===== config.mk =====
export PLATFORM = sky130hd
export DESIGN_NAME = addsub15_operand_sequencer
export DESIGN_NICKNAME = d
export VERILOG_FILES = /design/src/rtl/addsub15_operand_sequencer.sv
export SDC_FILE = /design/constraint.sdc
export NUM_CORES = 1
export LEC_CHECK = 0
export CAP_MARGIN = 0
export CORE_AREA = 2 2 92 94
export CTS_CLUSTER_DIAMETER = 60
export DETAILED_ROUTE_END_ITERATION = 7
export DIE_AREA = 0 0 94 96
export PLACE_DENSITY = 0.75
export SYNTH_ARGS = -nofsm -noshare
export SYNTH_HDL_FRONTEND = slang
export SYNTH_SLANG_ARGS = --single-unit

===== constraint.sdc =====
create_clock -name CLK -period 1.7 [get_ports CLK]
set_input_delay 0.425 -clock CLK [delete_from_list [all_inputs] [get_ports CLK]]
set_output_delay 0.425 -clock CLK [all_outputs]
set_load 0.05 [all_outputs]

===== src/rtl/addsub15_operand_sequencer.sv =====
// ---------------------------------------------------------------------------
// addsub15_operand_sequencer
//
// Sequencing stage wrapped around an external 15-bit carry-ripple
// adder/subtractor. A request is accepted over a valid/ready handshake and
// its operands are registered onto the adder inputs. The operands are held
// while the ripple settles, then S/V are captured into a result register
// that is presented over a second valid/ready handshake. An optional
// running accumulator can replace operand A and receive the result.
//
// Parameters:
//   SETTLE_CYCLES  clock edges operands are held before S/V are sampled
//                  (1..15). OUT_VALID rises this many edges after accept.
//
// Ports:
//   CLK, RST_N          clock (rising edge), asynchronous active-low reset
//   IN_VALID/IN_READY   request handshake; IN_READY = FSM idle
//   IN_A, IN_B, IN_SUB  operands and add(0)/subtract(1) select
//   ACC_MODE            use ACC as operand A and write the result to ACC
//   ACC_CLR             clear ACC and ACC_OVF (any state, wins over update)
//   ADD_A/ADD_B/ADD_C0  registered drive to the adder (raw B, C0 = IN_SUB)
//   ADD_S/ADD_V         sum and overflow returned by the adder
//   OUT_VALID/OUT_READY result handshake
//   OUT_S, OUT_V        captured sum/difference and overflow
//   ACC, ACC_OVF        accumulator and its sticky overflow flag
// ---------------------------------------------------------------------------
module addsub15_operand_sequencer #(
  parameter int SETTLE_CYCLES = 2
) (
  input  logic        CLK,
  input  logic        RST_N,
  input  logic        IN_VALID,
  output logic        IN_READY,
  input  logic [14:0] IN_A,
  input  logic [14:0] IN_B,
  input  logic        IN_SUB,
  input  logic        ACC_MODE,
  input  logic        ACC_CLR,
  output logic [14:0] ADD_A,
  output logic [14:0] ADD_B,
  output logic        ADD_C0,
  input  logic [14:0] ADD_S,
  input  logic        ADD_V,
  output logic        OUT_VALID,
  input  logic        OUT_READY,
  output logic [14:0] OUT_S,
  output logic        OUT_V,
  output logic [14:0] ACC,
  output logic        ACC_OVF
);

  // Counter is loaded with SETTLE_CYCLES-1 so capture happens on the
  // SETTLE_CYCLES-th edge after the accepting edge.
  localparam logic [3:0] SETTLE_INIT = 4'(SETTLE_CYCLES - 1);

  typedef enum logic [1:0] {
    IDLE  = 2'd0,
    DRIVE = 2'd1,
    HOLD  = 2'd2
  } state_t;

  state_t      state_q, state_d;
  logic [3:0]  cnt_q, cnt_d;
  logic        mode_q, mode_d;
  logic [14:0] add_a_q, add_a_d;
  logic [14:0] add_b_q, add_b_d;
  logic        add_c0_q, add_c0_d;
  logic        out_valid_q, out_valid_d;
  logic [14:0] out_s_q, out_s_d;
  logic        out_v_q, out_v_d;
  logic [14:0] acc_q, acc_d;
  logic        acc_ovf_q, acc_ovf_d;

  always_ff @(posedge CLK or negedge RST_N) begin
    if (!RST_N) begin
      state_q     <= IDLE;
      cnt_q       <= 4'd0;
      mode_q      <= 1'b0;
      add_a_q     <= 15'd0;
      add_b_q     <= 15'd0;
      add_c0_q    <= 1'b0;
      out_valid_q <= 1'b0;
      out_s_q     <= 15'd0;
      out_v_q     <= 1'b0;
      acc_q       <= 15'd0;
      acc_ovf_q   <= 1'b0;
    end else begin
      state_q     <= state_d;
      cnt_q       <= cnt_d;
      mode_q      <= mode_d;
      add_a_q     <= add_a_d;
      add_b_q     <= add_b_d;
      add_c0_q    <= add_c0_d;
      out_valid_q <= out_valid_d;
      out_s_q     <= out_s_d;
      out_v_q     <= out_v_d;
      acc_q       <= acc_d;
      acc_ovf_q   <= acc_ovf_d;
    end
  end

  always_comb begin
    state_d     = state_q;
    cnt_d       = cnt_q;
    mode_d      = mode_q;
    add_a_d     = add_a_q;
    add_b_d     = add_b_q;
    add_c0_d    = add_c0_q;
    out_valid_d = out_valid_q;
    out_s_d     = out_s_q;
    out_v_d     = out_v_q;
    acc_d       = acc_q;
    acc_ovf_d   = acc_ovf_q;

    case (state_q)
      IDLE: begin
        if (IN_VALID) begin
          // acc_q here is the pre-clear value even if ACC_CLR is high.
          add_a_d  = ACC_MODE ? acc_q : IN_A;
          add_b_d  = IN_B;
          add_c0_d = IN_SUB;
          mode_d   = ACC_MODE;
          cnt_d    = SETTLE_INIT;
          state_d  = DRIVE;
        end
      end
      DRIVE: begin
        if (cnt_q != 4'd0) begin
          cnt_d = cnt_q - 4'd1;
        end else begin
          out_s_d     = ADD_S;
          out_v_d     = ADD_V;
          out_valid_d = 1'b1;
          if (mode_q) begin
            acc_d     = ADD_S;
            acc_ovf_d = acc_ovf_q | ADD_V;
          end
          state_d = HOLD;
        end
      end
      HOLD: begin
        if (OUT_READY) begin
          out_valid_d = 1'b0;
          state_d     = IDLE;
        end
      end
      default: state_d = IDLE;
    endcase

    // Clear has priority over any accumulate update in the same cycle.
    if (ACC_CLR) begin
      acc_d     = 15'd0;
      acc_ovf_d = 1'b0;
    end
  end

  assign IN_READY  = (state_q == IDLE);
  assign ADD_A     = add_a_q;
  assign ADD_B     = add_b_q;
  assign ADD_C0    = add_c0_q;
  assign OUT_VALID = out_valid_q;
  assign OUT_S     = out_s_q;
  assign OUT_V     = out_v_q;
  assign ACC       = acc_q;
  assign ACC_OVF   = acc_ovf_q;

endmodule


==> metrics.md, run 1 <==
| Metric | Value |
|---|---|
| Outcome | finished clean |
| Routed len/inst | 14.6 um |
| #FFs+latches synth | 71 |
| RSZ-0062 raised after global routing | yes |
| First-pass GRT wire length | 12.1 mm |
| Clock root buffer | clkbuf_8 |
| Startpoint Class | flop |
| Hold Path Depth | 2 |
| Synth Area in Adders | 0.396% |
| Initial antenna violation count | 0 |
| Tcrit/Tclk final | 96.2% |
| Top-count cell post-synth | dfrtp_1 |
| CTS max path bufs | 2 |
| Synth Area in XOR/XNOR | 0% |
| Drt total wl | 7.60 mm |
| Met2 WL post-DR | 3.75 mm |
| GPL Wtd Cong | 0.761 |
| DR pass1 iterations | 6 |
| Die width | 94 um |
| Initial DRC Count | 72 |
| Initial Util | 39.2% |
| Top Metal Used | met4 |
| Post-synth EDFFs | 0 |
| Setup TNS | 0 ps |
| Compound-cell area share of the yosys netlist | 4.40% |
| Post-DP HPWL | 5.70 mm |
| Clk slew on worst S/H paths | 80 ps |
| Clk_lat worst skew | 330 ps |
| Chip height | 96 um |
| Final ANT Viol Nets | 0 |
| Vias in the first global route | 2,437 |
| CP max FO | 8 |
| Fill count | 679 |
| Inserted Diodes | 0 |
| Clock Skew | 10.2 ps |
| Met1 WL | 3.38 mm |
| CTS Sinks | 71 |
| Synth unique cells | 32 |
| Post-Syn Instances | 281 |
| Post-Synth Simple-Gate Area | 19.1% |
| Commonest cells in the netlist | dfrtp_1 (71), nand2_1 (70), nand2b_1 (32), mux2i_1 (31), o21ai_0 (18) |
| GRT overflow | 0 |
| Reg2Reg Setup Slack | 70 ps |
| Power, Total | 9.29 mW |
| CTS buffer count | 9 |
| Cell taking the most area after synthesis | dfrtp_1 |
| WP data arrival | 1880 ps |
| Area growth, synth to finish | 54.5% |
| Via density | 4.57 |
| Critical Path RT | 1950 ps |
| PwrDens | 1900 nW/um2 |
| I/O pin cnt | 118 |
| CP Class | flop to flop |
| Net Count, Synth | 335 |
| CP endpoint kind | flop |
| Worst r2r path cells | 6 |
| Top-area cell type share of the netlist area | 56.3% |
| Mux cell area share after synthesis | 15.5% |
| Pin count of the biggest net entering global routing | 48 |
| Std cell rows | 33 |
| Largest family of logic cells by synthesized area | simple AND/OR/NAND/NOR gates |
| Max cap viols | 0 |
| Area contributors post-synth | dfrtp_1 (56%), mux2i_1 (9.8%), nand2_1 (8.3%), nand2b_1 (6.3%), mux2_2 (5.4%) |
| Most common flop cell mapped by yosys | dfrtp_1 |
| Met3 WL post-DR | 385 um |
| Relative slew slack | 77.6% |
| Final nets | 463 |
| Max-slew violations | 0 |
| Hold Fails Final Rpt | 0 |
| Hold/Removal Path Class | flop to flop |
| Peak VDD IR | 1080 uV |
| Worst slew pin tran | 336 ps |
| Leakage power total | 2.28 nW |
| Fmax | 612 MHz |
| Vias | 2,371 |
| Async S/R FF share, synth | 100% |
| Ys Warns | 0 |
| GR Util All Layers | 17.4% |
| Mapped Area | 3160 um2 |
| Layout cells sized above 1 | 30.0% |
| Core Footprint | 8050 um2 |
| DRC viols | 0 |
| Reg area | 1780 um2 |
| CTS HTree Levels | 3 |
| I/O Buffers | 117 |
| Avg Cell Area, Syn | 11.2 um2 |
| Final Setup Violations | 0 |
| Post-layout min period | 1630 ps |
| Sequential area share after synthesis | 56.3% |
| CTS tree | yes |
| Multi-input gate area | 1260 um2 |
| Full die area | 9020 um2 |
-- per-stage QoR --
stage / cell area, um2 / std cells / utilization, % / hold slack, ps / setup slack (ps)
global route: 4880 / 519 / 60.6 / 510 / -12.9
floorplan: 3160 / 281 / - / 129 / 64.4
global placement: 4570 / 498 / 56.8 / 353 / -118
detailed placement: 4570 / 498 / 56.8 / 353 / -230
CTS: 4860 / 517 / 60.4 / 487 / 4.98
finish: 4880 / 519 / 60.6 / 482 / 65.3
-- routing by layer --
metal	vias to the layer above	GRT usage, %
met2	71	28.2
li1	1187	-
met3	6	3.52
met1	1107	23.4
met4	0	6.40
met5	-	0
-- report_power, final --
group          total [mW]  leakage [nW]  switching (mW)  internal [mW]
Sequential           2.76         0.901           0.439           2.32
Clock                1.52         0.109           0.649          0.874
Combinational        5.01          1.27            3.14           1.87
Total                9.29          2.28            4.23           5.06
-- layout make-up --
class / count / share of cell area, %
sequential: 71 / 36.4
clock inverter: 6 / 1.90
tap: 105 / 2.69
inverter: 5 / 0.385
multi-input combinational: 189 / 25.8
timing repair buffer: 133 / 30.0
clock buffer: 10 / 2.82
-- sequential cells by signal, indices dropped and copies added, names as in the netlist --
register	count
OUT_V	1
ADD_A	15
OUT_VALID	1
mode_q	1
cnt_q	4
OUT_S	15
state_q	2
ADD_B	15
ACC	15
ADD_C0	1
ACC_OVF	1
-- path summary, 6_finish.rpt --
kind	startpoint	end
hold / removal	ADD_B[7]$_DFFE_PN0P_	ADD_B[7]$_DFFE_PN0P_
min in group asynchronous	RST_N	OUT_VALID$_DFFE_PN0P_
setup / recovery	cnt_q[0]$_DFFE_PN0P_	ACC[7]$_DFFE_PN0P_
setup reg to reg	cnt_q[0]$_DFFE_PN0P_	ACC[7]$_DFFE_PN0P_
max in group asynchronous	RST_N	ADD_A[7]$_DFFE_PN0P_
hold reg to reg	ADD_B[7]$_DFFE_PN0P_	ADD_B[7]$_DFFE_PN0P_
-- worst max-delay path, stage by stage, from the launching register on --
cell	delay [ps]
dfrtp_1	410
inv_2	90
ha_4	140
or3b_4	420
nor2_8	150
buf_12	160
mux2i_1	190
-- cell usage in the layout, fill, tap and decap left out, drive strengths merged, types with 2 or more instances in the layout --
| cell type | netlist | final |
|---|---|---|
| inv | 5 | 6 |
| mux2 | 16 | 16 |
| o21ai | 18 | 18 |
| or3b | 2 | 2 |
| nor2 | 3 | 3 |
| dfrtp | 71 | 71 |
| nand2b | 32 | 32 |
| bufinv | 0 | 2 |
| clkdlybuf4s50 | 0 | 51 |
| nand2 | 71 | 71 |
| nor3b | 2 | 2 |
| clkinvlp | 0 | 2 |
| buf | 13 | 81 |
| clkbuf | 3 | 10 |
| mux2i | 31 | 31 |
| nor3 | 2 | 2 |
-- cell families (layout without fill, tap and decap cells) --
group                    after synthesis  in the layout
adder cells (fa/ha/maj)                1              1
AND/OR/NAND/NOR                      117            117
buffers and inverters                 21            154
AO/OA/AOI/OAI                         24             24
flip-flops                            71             71
multiplexers                          47             47
-- what timing repair did --
action	4_1_cts	5_1_grt
endpoints found under the hold margin	17	0
setup buffers	1	2
pin swaps	0	2
setup endpoints to repair	16	18
gates cloned	1	0
hold buffers	1	0
gates resized for setup	5	1
Power figures use the tool's default switching activity.
==> inputs of run 2 (changes only) <==
--- a/config.mk
+++ b/config.mk
@@ -6,11 +6,12 @@
 export NUM_CORES = 1
 export LEC_CHECK = 0
 export CAP_MARGIN = 0
-export CORE_AREA = 2 2 92 94
+export CORE_AREA = 2 2 79 81
 export CTS_CLUSTER_DIAMETER = 60
 export DETAILED_ROUTE_END_ITERATION = 7
-export DIE_AREA = 0 0 94 96
-export PLACE_DENSITY = 0.75
+export DIE_AREA = 0 0 81 83
+export DONT_BUFFER_PORTS = 1
+export PLACE_DENSITY = 0.72
 export SYNTH_ARGS = -nofsm -noshare
 export SYNTH_HDL_FRONTEND = slang
 export SYNTH_SLANG_ARGS = --single-unit
==> metrics.md, run 2 (synthesis results as in run 1) <==
| Metric | Value |
|---|---|
| DR pass1 iterations | 5 (-1) |
| GPL Wtd Cong | 0.760 (about the same) |
| Layout cells sized above 1 | 16.3% (-14 points) |
| GR Util All Layers | 20.0% (+2.6 points) |
| Fill count | 510 (-25%) |
| PwrDens | 2220 nW/um2 (+16%) |
| Peak VDD IR | 1370 uV (+27%) |
| Failing checks | hold timing |
| Worst slew pin tran | 581 ps (+244 ps) |
| Worst Path Buf+Inv | 2 (unchanged) |
| CP max FO | 9 (+1) |
| Fmax | 603 MHz (-1.4%) |
| Worst path cell trace | inv_1 > ha_4 > or3b_4 > nor2_8 > buf_12 > mux2i_1 |
| WP depth | 6 (unchanged) |
| Final ANT Viol Nets | 0 (unchanged) |
| Chip height | 83 um (-14%) |
| Critical Path End | ACC[1]$_DFFE_PN0P_ |
| Vias in the first global route | 1,980 (-19%) |
| Reg2Reg Setup Slack | 40 ps (-20 ps) |
| Worst r2r path cells | 6 (unchanged) |
| CTS HTree Levels | 3 (unchanged) |
| CP Class | flop to flop |
| CP peak stage delay | 420 ps (about the same) |
| Max cap viols | 0 (unchanged) |
| Outcome | finished with violations |
| WP data arrival | 1910 ps (+30 ps) |
| Pin count of the biggest net entering global routing | 72 (+50%) |
| CTS buffer count | 9 (unchanged) |
| Commonest non-fill, non-tap cell in the layout | dfrtp_1 |
| Area growth, synth to finish | 8.16% |
| Vias | 1,947 (-18%) |
| DRC viols | 0 (unchanged) |
| Std cell rows | 28 (-15%) |
| Multi-input gate area | 1270 um2 (+0.70%) |
| Initial antenna violation count | 0 (unchanged) |
| Final hold slack | -224 ps (-706 ps) |
| Post-layout min period | 1660 ps (+23.1 ps) |
| Hold/Removal Path Class | primary input to async pin |
| Power, Total | 7.57 mW (-18%) |
| Reg area | 1780 um2 (unchanged) |
| Clock Skew | 5.56 ps (-4.59 ps) |
| CTS tree | yes |
| Drt total wl | 6.54 mm (-14%) |
| Routed len/inst | 18.0 um (+23%) |
| Inserted Diodes | 0 (unchanged) |
| Hold Fails Final Rpt | 71 (+71) |
| Clk slew on worst S/H paths | 70 ps (about the same) |
| I/O pin cnt | 118 (unchanged) |
| Leakage power total | 1.62 nW (-29%) |
| Critical Path RT | 1950 ps (about the same) |
| Full die area | 6720 um2 (-25%) |
| Tcrit/Tclk final | 97.5% (+1.4 points) |
| Critical R2R Capture | ACC[1]$_DFFE_PN0P_ |
| Startpoint Class | flop |
| Initial Util | 54.3% (+15 points) |
| Relative slew slack | 61.3% (-16 points) |
| CTS Sinks | 71 (unchanged) |
| CP Launch Point | cnt_q[1]$_DFFE_PN0P_ |
| Post-DP HPWL | 4.37 mm (-23%) |
| Commonest cells after routing, fill and taps aside | dfrtp_1 (71), nand2_1 (70), nand2b_1 (32) |
| Final nets | 340 (-27%) |
| Core Footprint | 5820 um2 (-28%) |
| Clock root buffer | clkbuf_8 |
| Reg2reg start | cnt_q[1]$_DFFE_PN0P_ |
| Die width | 81 um (-14%) |
| GRT overflow | 0 (unchanged) |
| CP endpoint kind | flop |
| Initial DRC Count | 76 (+5.6%) |
| Via density | 5.35 (+17%) |
| Slowest-stage cell, CP | or3b_4 |
| Max-slew violations | 0 (unchanged) |
| First-pass GRT wire length | 10.1 mm (-16%) |
| Clk_lat worst skew | 340 ps (about the same) |
| Final Setup Violations | 0 (unchanged) |
| I/O Buffers | 0 (-100%) |
| CTS max path bufs | 2 (unchanged) |
| Crit path max-delay family | simple AND/OR/NAND/NOR gates |
-- run 2: area by class of cell --
type	count	area share, %
multi-input combinational	190	37.2
timing repair buffer	9	2.71
clock buffer	13	4.65
sequential	71	52.0
tap	75	2.75
clock inverter	1	0.147
inverter	5	0.550
-- run 2: routing by layer --
| metal | up-vias | share of wire, % | GRT usage, % |
|---|---|---|---|
| met1 | 910 | 43 | 25.7 |
| met4 | 0 | 1.7 | 10.0 |
| met2 | 83 | 46 | 29.8 |
| met3 | 12 | 9.4 | 6.85 |
| li1 | 942 | - | - |
| met5 | - | 0 | 0 |
-- run 2: where the power goes --
part           switching, mW  internal [mW]  total [mW]
Clock                  0.571          0.592        1.16
Sequential              2.42           2.28        4.70
Combinational          0.899          0.812        1.71
-- run 2: metrics by stage --
step                TNS (ps)  area (um2)  instances  setup slack [ps]  utilization, %
detailed placement      -789        3170        345             -70.8            54.5
global placement        -106        3170        345             -8.78            54.5
finish                     0        3410        364              42.2            58.7
floorplan                  0        3160        281              64.4               -
CTS                        0        3380        361              19.7            58.0
global route           -15.2        3410        364             -8.16            58.7
-- run 2: how the worst min path moves through the flow --
| stage | endpoint | slack (ps) | startpoint | cells after the start |
|---|---|---|---|---|
| 6_report | ADD_B[4]$_DFFE_PN0P_ | -220 | RST_N | 0 |
| 4_1_cts | ADD_B[11]$_DFFE_PN0P_ | -240 | RST_N | 0 |
| 3_5_place_dp | ADD_B[11]$_DFFE_PN0P_ | 130 | RST_N | 0 |
| 2_1_floorplan | ACC[0]$_DFFE_PN0P_ | 130 | RST_N | 0 |
| 5_1_grt | ADD_B[4]$_DFFE_PN0P_ | -250 | RST_N | 0 |
| 3_3_place_gp | ADD_B[4]$_DFFE_PN0P_ | 130 | RST_N | 0 |
-- run 2: worst reg2reg max path, stage by stage (launching register included) --
cell and delay (ps):
dfrtp_1 380, inv_1 120, ha_4 170, or3b_4 420, nor2_8 130, buf_12 150, mux2i_1 200
-- run 2: timing repair --
item	in CTS	in global routing
endpoints found under the setup margin	15	31
setup buffers	2	2
hold endpoints to repair	71	71
pin swaps	1	1
resized for setup	0	4
cloned	0	1
